### src/rtl/mips_pkg.sv
// Shared MIPS pipeline definitions: fetch-unit state encoding and fetch constants.
package mips_pkg;
  typedef enum logic [1:0] {BOOT, RUN, REDIRECT, HALT} if_state_t;
  localparam int          INSTR_BYTES      = 4;
  localparam logic [31:0] RESET_PC_DEFAULT = 32'h0040_0000;
endpackage

### src/rtl/pc_incrementer.sv
// Combinational next-sequential-PC adder; wraps modulo 2^32 with no carry out.
module pc_incrementer
  import mips_pkg::*;
(
  input  logic [31:0] a_i,
  output logic [31:0] sum_o
);
  assign sum_o = a_i + 32'(INSTR_BYTES);
endmodule

### src/rtl/if_pc_unit.sv
// Instruction-fetch PC unit: holds/advances fetch PC, handshakes with imem,
// redirects on taken EXE branches, and reports the accepted PC to IF/ID.
module if_pc_unit
  import mips_pkg::*;
#(
  parameter logic [31:0] RESET_PC = RESET_PC_DEFAULT,
  parameter int          CNT_W    = 16
) (
  input  logic             clk,
  input  logic             rst,
  input  logic             stall,
  input  logic             branch_taken,
  input  logic [31:0]      branch_target,
  input  logic             imem_ready,
  output logic             imem_req,
  output logic [31:0]      imem_addr,
  output logic [31:0]      pc_out,
  output logic [31:0]      pc_plus4,
  output logic             if_valid,
  output logic             if_flush,
  output logic             addr_misaligned,
  output logic [CNT_W-1:0] redirect_count
);
  localparam logic [31:0] RESET_PC_P4 = RESET_PC + 32'(INSTR_BYTES);

  if_state_t        state_q, state_d;
  logic [31:0]      fetch_pc_q, fetch_pc_d;
  logic [31:0]      pc_out_q, pc_out_d;
  logic [31:0]      pc_plus4_q, pc_plus4_d;
  logic             if_valid_q, if_valid_d;
  logic             if_flush_q, if_flush_d;
  logic             misaligned_q, misaligned_d;
  logic [CNT_W-1:0] cnt_q, cnt_d;
  logic [31:0]      fetch_pc_inc;
  logic             fetching, accept;

  pc_incrementer u_inc (
    .a_i   (fetch_pc_q),
    .sum_o (fetch_pc_inc)
  );

  // Request depends only on registered state plus the live stall input.
  assign fetching = (state_q == RUN) || (state_q == REDIRECT);
  assign imem_req = fetching && !stall;
  assign accept   = imem_req && imem_ready;

  always_comb begin
    state_d      = state_q;
    fetch_pc_d   = fetch_pc_q;
    pc_out_d     = pc_out_q;
    pc_plus4_d   = pc_plus4_q;
    if_valid_d   = 1'b0;
    if_flush_d   = 1'b0;
    misaligned_d = misaligned_q;
    cnt_d        = cnt_q;
    unique case (state_q)
      BOOT: state_d = RUN;
      RUN, REDIRECT: begin
        if (branch_taken) begin
          // Whatever is accepted this cycle is wrong-path and gets dropped.
          if_flush_d = 1'b1;
          if (branch_target[1:0] == 2'b00) begin
            fetch_pc_d = branch_target;
            state_d    = REDIRECT;
            if (cnt_q != {CNT_W{1'b1}}) cnt_d = cnt_q + CNT_W'(1);
          end else begin
            state_d      = HALT;
            misaligned_d = 1'b1;
          end
        end else if (accept) begin
          fetch_pc_d = fetch_pc_inc;
          pc_out_d   = fetch_pc_q;
          pc_plus4_d = fetch_pc_inc;
          if_valid_d = 1'b1;
          state_d    = RUN;
        end
      end
      HALT: state_d = HALT;
      default: state_d = BOOT;
    endcase
  end

  always_ff @(posedge clk) begin
    if (rst) begin
      state_q      <= BOOT;
      fetch_pc_q   <= RESET_PC;
      pc_out_q     <= RESET_PC;
      pc_plus4_q   <= RESET_PC_P4;
      if_valid_q   <= 1'b0;
      if_flush_q   <= 1'b0;
      misaligned_q <= 1'b0;
      cnt_q        <= '0;
    end else begin
      state_q      <= state_d;
      fetch_pc_q   <= fetch_pc_d;
      pc_out_q     <= pc_out_d;
      pc_plus4_q   <= pc_plus4_d;
      if_valid_q   <= if_valid_d;
      if_flush_q   <= if_flush_d;
      misaligned_q <= misaligned_d;
      cnt_q        <= cnt_d;
    end
  end

  assign imem_addr       = fetch_pc_q;
  assign pc_out          = pc_out_q;
  assign pc_plus4        = pc_plus4_q;
  assign if_valid        = if_valid_q;
  assign if_flush        = if_flush_q;
  assign addr_misaligned = misaligned_q;
  assign redirect_count  = cnt_q;
endmodule

### config.mk
export PLATFORM = sky130hd
export DESIGN_NAME = if_pc_unit
export DESIGN_NICKNAME = d
export VERILOG_FILES = /design/src/rtl/mips_pkg.sv /design/src/rtl/pc_incrementer.sv /design/src/rtl/if_pc_unit.sv
export SDC_FILE = /design/constraint.sdc
export NUM_CORES = 1
export LEC_CHECK = 0
export BUFFER_PORTS_ARGS = -buffer_cell sky130_fd_sc_hd__buf_2
export CAP_MARGIN = 30
export CORE_MARGIN = 4
export CORE_UTILIZATION = 49
export CTS_BUF_LIST = sky130_fd_sc_hd__clkbuf_4 sky130_fd_sc_hd__clkbuf_8
export CTS_CLUSTER_DIAMETER = 200
export CTS_CLUSTER_SIZE = 25
export DETAILED_ROUTE_END_ITERATION = 7
export PLACE_DENSITY = 0.76
export SLEW_MARGIN = 15
export SYNTH_ARGS = -nofsm -noshare
export SYNTH_HDL_FRONTEND = slang
export SYNTH_HIERARCHICAL = 1
export SYNTH_SLANG_ARGS = --single-unit
### constraint.sdc
create_clock -name clk -period 2 [get_ports clk]
set_input_delay 0.2 -clock clk [delete_from_list [all_inputs] [get_ports clk]]
set_output_delay 0.2 -clock clk [all_outputs]
set_load 0.01 [all_outputs]
Yosys cells after proc, flatten, opt, wreduce, memory -nomap -nowiden
Cells that the tools add are included.
{ "op_classes": {"n_mux": 9, "n_reduce_logical": 14, "n_bitwise": 3, "eq_ne": 6, "add_sub_neg": 2} }
{ "op_table": {"columns": ["cell", "count"], "rows": [
  ["two-way mux 32 bit", 3],
  ["adder 32 x 3 -> 32 bit, second input constant", 1],
  ["adder 16 x 1 -> 16 bit, second input constant", 1],
  ["inequality test 16 bit, second input constant", 1],
  ["AND reduction 3 bit", 3],
  ["case mux 2 bit (3 select lines)", 1],
  ["equality test 2 bit, second input constant", 2],
  ["logical NOT 2 bit", 2],
  ["two-way mux 2 bit", 2],
  ["AND reduction 4 bit", 1],
  ["OR reduction 2 bit", 2],
  ["two-way mux 1 bit", 3],
  ["inequality test 3 bit, second input constant", 1],
  ["NOT 1 bit", 3],
  ["OR reduction 3 bit", 1],
  ["equality test 2 x 1 -> 1 bit, second input constant", 1],
  ["logical AND 1 bit", 2],
  ["inequality test 2 x 1 -> 1 bit, second input constant", 1],
  ["nonzero test 2 bit", 1],
  ["logical NOT 1 bit", 1],
  ["logical OR 1 bit", 1]
]} }
{ "totals": {"word_cells": 42, "register_bits": 117, "in_bits": 37, "out_inout_bits": 116} }

Logic depth before layout (Yosys ltp)
Gate-level depths: netlist (run 1).
{ "depth": {"depth_word": 7, "depth_mapped": 9, "depth_no_buf": 7} }

By module
Netlist (run 1), hierarchy kept.
{ "modules_own_cells": {"columns": ["mod", "cells_each", "area_each_um2", "instances", "seq_area_each_um2"], "rows": [
  ["if_pc_unit", 557, 4744.6, 1, 2342.2],
  ["pc_incrementer", 83, 580.6, 1, 0.0]
]} }

Worst setup path before layout (run 1)
No wires, ideal clock.
{ "synth_path": {"path_kind": "reg2reg", "startpoint": "register state_q[0]", "endpoint": "register cnt_q[14] (netlist: redirect_count[14])", "setup_time_ns": 0.121, "n_path_buf": 1, "t_arrival_ns": 1.823, "synth_period_minus_slack_ns": 1.944, "stages_incl_launch_ff": 8, "required_ns": 1.879, "path_slack_ns": 0.056, "cell_sequence": "dfxtp_1 -> inv_1 -> ha_1 -> nor4bb_1 -> buf_2 -> nand2_1 -> nor4_1 -> mux2_2"} }
{ "synth_via": {"elab_chain_len": 3, "elab_cells_between_ends": 4, "classes_between": "eq/ne: 2; reduce/logical: 2"} }
{ "synth_lines": {"columns": ["element", "line_no", "rtl"], "rows": [
  ["from (decl)", "if_pc_unit.sv:26", "if_state_t state_q, state_d;"],
  ["from (signal assigned)", "if_pc_unit.sv:94", "state_q <= state_d;"],
  ["equality test 2 x 1 -> 1 bit or equality test 2 bit (tied branches)", "if_pc_unit.sv:56", "unique case (state_q)"],
  ["OR reduction 2 bit *", "if_pc_unit.sv:56", null],
  ["AND reduction 4 bit (no line) *", null, null],
  ["to (signal assigned)", "if_pc_unit.sv:101", "cnt_q <= cnt_d;"],
  ["to (decl)", "if_pc_unit.sv:33", "logic [CNT_W-1:0] cnt_q, cnt_d;"]
]} }
Every way passes the cells marked *; elsewhere a longest branch is shown, timed or not.
A chain may end at the register's enable or synchronous reset.

Worst setup path in the final report (run 1)
{ "layout_path": {"startpoint": "register state_q[1]", "endpoint": "register cnt_q[13] (netlist: redirect_count[13])"} }
Same word-level chain as after synthesis.

==> flow_summary.ini, run 1 <==
[floorplan]
floorplan.core_area_sq_mm = 0.0105
pin_count = 153
initial_utilization_pct = 50.9
num_rows = 37
die_w_um = 112
die_y_um = 112
die_area_sq_mm = 0.0126

[run_status]
run_status = completed

[placement]
placement.io_buffers = 152
detailedPlace.worstSlack_ns = -0.124
place_congestion = 0.859
hpwlAfterDp_mm = 10.8

[timing]
finalCriticalPeriod_ns = 1.94
finalClockSkew_ns = 0.00985
setup_viol_count_final = 0
timing.slew.headroom_pct = 51.9
report.final.slew_viol_count = 0
worst_slew_pin_slew_ns = 0.713
final.period_utilization_pct = 96.9
finalWorstSetupSlack_ns = 0.0617
hold_slack_ns = 0.0916
max_freq_ghz = 0.516
rsz0062_at_grt = true
count_of_final_hold_check_violations = 0

[critical_path]
worst-setup-path-type = reg -> reg
crit_path_cell_trace = inv_1, ha_1, nor4bb_4, buf_4, nand4_1, or4_4, a21oi_2
cp_slowest_cell = sky130_fd_sc_hd__or4_4
critical_path.max_stage_delay_ns = 0.45
end_kind = flop
largest_fanout_on_the_critical_path = 6
cp.required_ns = 2.37
arrival_ns = 2.30
timing.critical_path.from_type = flop

[cts]
cts_num_sinks = 117
ctsLongestPathBuffers = 2
insertion_delay_ns = 0.43
number_of_buffers_inserted_during_clock_tree_synthesis = 17
clock_tree.root_cell = sky130_fd_sc_hd__clkbuf_8
cts_tree = yes
h-tree-depth = 4
worst_setup_hold_path_clk_slew_ns = 0.07

[yosys]
post-synth-top-area-fraction_pct = 44.0
synth_sequential_area_ratio_pct = 44.0
synth_nets = 681
synth_flop_cell = sky130_fd_sc_hd__dfxtp_1
syn-cell-area_sq_mm = 0.00533
number_of_synthesized_register_bits = 117
yosys_warnings = 6
yosysMostFrequentCell = sky130_fd_sc_hd__nand2_1
ys_types = 51
ys_async_sr_fraction_pct = 0
syn_avg_cell_area_sq_um = 8.32
synth_top_area_cell = sky130_fd_sc_hd__dfxtp_1
synth_cells = 640
yosys-top-cells-count = sky130_fd_sc_hd__nand2_1 (148), sky130_fd_sc_hd__dfxtp_1 (117), sky130_fd_sc_hd__a21oi_1 (74)
post_synth_edffs = 0
ys_top_cells_by_area = sky130_fd_sc_hd__dfxtp_1 (44%), sky130_fd_sc_hd__nand2_1 (10%), sky130_fd_sc_hd__a21oi_1 (7.0%)

[layout]
utilization_pct = 67.0
finalNetCount = 860
fillerInstances = 864
final_layout_size_suffix_gt1_share_pct = 32.0
syn_to_final_growth_pct = 31.6
n_antenna_cell = 0

[routing]
routed-via-count = 5281
drtIter0Drc = 328
detail-route-antenna-nets = 0
vias_per_cell = 5.46
routed_wl_mm = 15.5
detailed_routing_iterations_pass_1 = 5
routed_length_per_instance_um = 16.1
drc = 0

[flow_run]
drv_cap = 0

[global_route]
number_of_global_route_vias_before_repair = 5074
antenna_found_initial = 1
grt-ovfl-total = 0
groute.usage.overall_pct = 23.9
grt_pass1_wl_mm = 24.8
pin_count_of_the_biggest_net_entering_global_routing = 66

[power]
vdd_drop_max_mv = 0.461
pwrdens_mw_per_mm2 = 776
design_power_total_mw = 5.44
power.leakage_nw = 3.04

[worst_hold_path]
hp-class = in -> reg
## what timing repair did
item | CTS | global route
endpoints found under the setup margin | 17 | 17
gates resized for setup | 5 | 13
pin swaps | 3 | 4
hold buffers | 0 | 0
cloned | 0 | 0
setup buffers | 3 | 2
## final timing paths
check                          from  slack, ns                 end  depth (start not counted)
hold reg to reg          pc_out[24]       0.45          pc_out[24]                          2
hold / removal    branch_target[22]       0.09       imem_addr[22]                          3
setup reg to reg         state_q[1]       0.06  redirect_count[13]                          7
setup / recovery         state_q[1]       0.06  redirect_count[13]                          7
## critical path: cells and delay by family (launching register included)
kind,cells,cell delay (ns)
and+or+nand+nor,3,0.82
DFF,1,0.34
adders and majority gates,1,0.29
buffers and inverters,2,0.26
AOI/OAI and AO/OA,1,0.16
## cell type report
type | instances | area (sq um) | share of cell area [%]
multi-input combinational | 474 | 2860 | 40.9
sequential | 117 | 2340 | 33.5
timing repair buffer | 202 | 1180 | 16.8
clock buffer | 22 | 297 | 4.23
tap | 136 | 170 | 2.43
clock inverter | 9 | 125 | 1.79
inverter | 7 | 26.3 | 0.375
## stage by stage
step / area, sq um / setup TNS (ns) / instances
2_1_floorplan: 5330 / 0 / 640
6_report: 7010 / 0 / 967
5_1_grt: 7010 / -0.0190 / 967
3_5_place_dp: 6440 / -0.629 / 931
4_1_cts: 6920 / 0 / 965
3_3_place_gp: 6440 / -0.00647 / 931
## kinds of logic after synthesis
group,share of synthesized area (%)
AOI/OAI and AO/OA,14.2
buffers and inverters,4.16
xor gates and xnor gates,4.61
adders and majority gates,0.940
and+or+nand+nor,25.7
DFF,44.0
muxes,6.48
## power breakdown
part           internal (mW)  switching [mW]
Sequential              2.40          0.0611
Combinational          0.286           0.387
Clock                   1.36           0.943
Total                   4.05            1.39
## state kept, by name, indices dropped and copies added, names as in the netlist
name,flops
addr_misaligned,1
if_flush,1
if_valid,1
imem_addr,32
pc_out,32
pc_plus4,32
redirect_count,16
state_q,2
## cells in the final DEF (no fill, tap or decap), types with 3 or more instances in the layout
master                      Yosys  final
sky130_fd_sc_hd__o21ai_0        3      3
sky130_fd_sc_hd__dfxtp_1      117    116
sky130_fd_sc_hd__bufinv_16      0      3
sky130_fd_sc_hd__clkinv_2       0      4
sky130_fd_sc_hd__buf_12         0      3
sky130_fd_sc_hd__buf_4          3     47
sky130_fd_sc_hd__a21oi_1       74     72
sky130_fd_sc_hd__xor2_1         7      7
sky130_fd_sc_hd__buf_2         21    151
sky130_fd_sc_hd__mux2_2         4      4
sky130_fd_sc_hd__clkbuf_8       0     21
sky130_fd_sc_hd__o211ai_1       4      4
sky130_fd_sc_hd__nand2_1      148    148
sky130_fd_sc_hd__ha_1           4      4
sky130_fd_sc_hd__and2_1         3      3
sky130_fd_sc_hd__nand4_1       16     16
sky130_fd_sc_hd__and4_1         4      4
sky130_fd_sc_hd__a211oi_1      31     31
sky130_fd_sc_hd__xnor2_2        0      5
sky130_fd_sc_hd__nor2b_1        8      8
sky130_fd_sc_hd__nand2b_1       4      4
sky130_fd_sc_hd__mux2i_1       30     30
sky130_fd_sc_hd__nor2_1        45     45
sky130_fd_sc_hd__xnor2_1       21     16
sky130_fd_sc_hd__o31ai_1        4      4
sky130_fd_sc_hd__nor3_1         7      5
sky130_fd_sc_hd__and3_1         4      4
sky130_fd_sc_hd__nand3_2        2      3
sky130_fd_sc_hd__nand3_1       17     16
sky130_fd_sc_hd__or3_1          3      3
sky130_fd_sc_hd__inv_1          6      6
## layer usage
metal  track usage, %  part of all wire (%)  vias to the layer above
met4             7.29                   2.0                        2
li1                 -                     -                     2589
met3             7.71                   7.5                       34
met2             38.7                    46                      174
met1             30.5                    44                     2482
met5                0                 0.084                        -
Power figures use the tool's default switching activity.
==> run 2, diff against run 1 <==
Settings changed: CAP_MARGIN 30 to 20, CORE_UTILIZATION 49 to 55, PLACE_DENSITY 0.76 to 0.81.
Clock period 2 ns to 2.3 ns, I/O delays scaled along.
==> flow_summary.ini, run 2 (synthesis gave the netlist of run 1 again) <==
[placement]
place_congestion = 0.833
placement.io_buffers = 152
hpwlAfterDp_mm = 10.1
place_inst = 899

[layout]
n_antenna_cell = 0
instances_no_fill = 935
fillerInstances = 751
mostFrequentLayoutCell = sky130_fd_sc_hd__buf_2
syn_to_final_growth_pct = 26.1
finalNetCount = 834
top_library_cells_by_usage_in_the_layout_fill_and_taps_aside = sky130_fd_sc_hd__buf_2 (151), sky130_fd_sc_hd__nand2_1 (148), sky130_fd_sc_hd__dfxtp_1 (115), sky130_fd_sc_hd__a21oi_1 (74), sky130_fd_sc_hd__nor2_1 (45)
final_layout_size_suffix_gt1_share_pct = 28.5

[routing]
detail-route-antenna-nets = 0
drtIter0Drc = 280
vias_per_cell = 5.51
detailed_routing_iterations_pass_1 = 4
routed_wl_mm = 14.4
routed-via-count = 5153
routed_length_per_instance_um = 15.4
drc = 0

[cts]
insertion_delay_ns = 0.42
ctsLongestPathBuffers = 2
h-tree-depth = 4
clock_tree.root_cell = sky130_fd_sc_hd__clkbuf_8
cts_num_sinks = 117
cts_tree = yes
worst_setup_hold_path_clk_slew_ns = 0.07
number_of_buffers_inserted_during_clock_tree_synthesis = 17

[critical_path]
timing.critical_path.buf_inv = 2
end_kind = flop
critical_path.max_stage_delay_ns = 0.38
timing.critical_path.max_delay_family = simple AND/OR/NAND/NOR gates
ff2ff_setup_slack_ns = 0.15
cp.required_ns = 2.63
path_common_cell = sky130_fd_sc_hd__buf_4
worst-setup-path-type = reg -> reg
arrival_ns = 2.48
crit_path_cell_trace = ha_1, nand3_2, nor4_4, buf_4, buf_4, nand4_1, xnor2_1, mux2i_1, a211oi_1
largest_fanout_on_the_critical_path = 7
cp_slowest_cell = sky130_fd_sc_hd__dfxtp_2
timing.critical_path.from_type = flop

[timing]
timing.slew.headroom_pct = 57.3
final.period_utilization_pct = 93.6
rsz0062_at_grt = false
report.final.slew_viol_count = 0
worst_slew_pin_slew_ns = 0.634
count_of_final_hold_check_violations = 0
finalCriticalPeriod_ns = 2.15
finalClockSkew_ns = 0.0121
setup_viol_count_final = 0
tns_ns = 0
max_freq_ghz = 0.465

[global_route]
antenna_found_initial = 1
groute.usage.overall_pct = 25.1
pin_count_of_the_biggest_net_entering_global_routing = 59
number_of_global_route_vias_before_repair = 4853
grt-ovfl-total = 0
grt_pass1_wl_mm = 23.1

[floorplan]
pin_count = 153
die_y_um = 106
die_w_um = 106
floorplan.core_area_sq_mm = 0.00933
num_rows = 35
die_area_sq_mm = 0.0113
initial_utilization_pct = 57.1

[worst_hold_path]
hp-class = in -> reg

[power]
vdd_drop_max_mv = 0.441
pwrdens_mw_per_mm2 = 714
power.leakage_nw = 2.85

[run_status]
run_status = completed

[flow_run]
drv_cap = 0
[run 2: cell count changes in the layout (fill, tap and decap cells not counted), moves of 2 or more]
| cell | change |
|---|---|
| sky130_fd_sc_hd__buf_4 | -23 |
| sky130_fd_sc_hd__xnor2_1 | +5 |
| sky130_fd_sc_hd__xnor2_2 | -5 |
| sky130_fd_sc_hd__clkbuf_8 | -4 |
| sky130_fd_sc_hd__clkinv_4 | +3 |
| sky130_fd_sc_hd__a21oi_1 | +2 |
| sky130_fd_sc_hd__a21oi_2 | -2 |
| sky130_fd_sc_hd__buf_12 | -2 |
| sky130_fd_sc_hd__bufinv_16 | +2 |
| sky130_fd_sc_hd__nor3_1 | +2 |
| sky130_fd_sc_hd__nor3_2 | -2 |
[run 2: timing repair]
item,4_1_cts,5_1_grt
hold buffers,0,0
gates resized for setup,0,3
endpoints found under the setup margin,0,13
buffers inserted,0,4
[run 2: report_power, final]
part	switching [mW]	internal, mW	total (mW)	leakage [nW]
Clock	0.827	1.31	2.14	0.226
Combinational	0.291	0.207	0.498	1.68
Sequential	0.0749	2.09	2.16	0.947
[run 2: area by class of cell]
class | count | area (sq um) | area share, %
Clock buffer | 19 | 249 | 3.71
Clock inverter | 13 | 206 | 3.07
Inverter | 7 | 26.3 | 0.391
Multi-Input combinational cell | 474 | 2770 | 41.3
Sequential cell | 117 | 2340 | 34.9
Tap cell | 129 | 161 | 2.40
Timing Repair Buffer | 176 | 956 | 14.2
[run 2: worst min-delay path, cell delays in order]
cell	delay [ns]
sky130_fd_sc_hd__buf_2	0.08
sky130_fd_sc_hd__mux2i_1	0.06
sky130_fd_sc_hd__o211ai_1	0.14
[run 2: metrics by stage]
step                setup WS [ns]  utilization, %  hold WS (ns)  instance area, sq um  total power, mW
global route               0.0299            72.0         0.147                  6720             4.99
CTS                        0.0485            71.6         0.111                  6680             4.83
detailed placement         0.0766            66.7         0.439                  6220             2.70
floorplan                   0.356               -         0.438                  5330             2.50
finish                      0.148            72.0         0.125                  6720             4.80
global placement            0.209            66.7         0.430                  6220             2.68
[run 2: worst paths after layout]
path,startpoint,endpoint,cells past startpoint
setup / recovery,imem_addr[3],imem_addr[24],9
hold reg to reg,addr_misaligned,addr_misaligned,2
setup reg to reg,imem_addr[3],imem_addr[24],9
hold / removal,branch_target[22],imem_addr[22],3
[run 2: routing by layer]
layer / track usage (%) / share of wire, % / vias to the layer above
met5: 0 / 0.091 / -
met4: 8.23 / 1.1 / 2
met3: 7.10 / 8.5 / 19
met2: 42.0 / 49 / 190
met1: 31.0 / 41 / 2395
li1: - / - / 2547
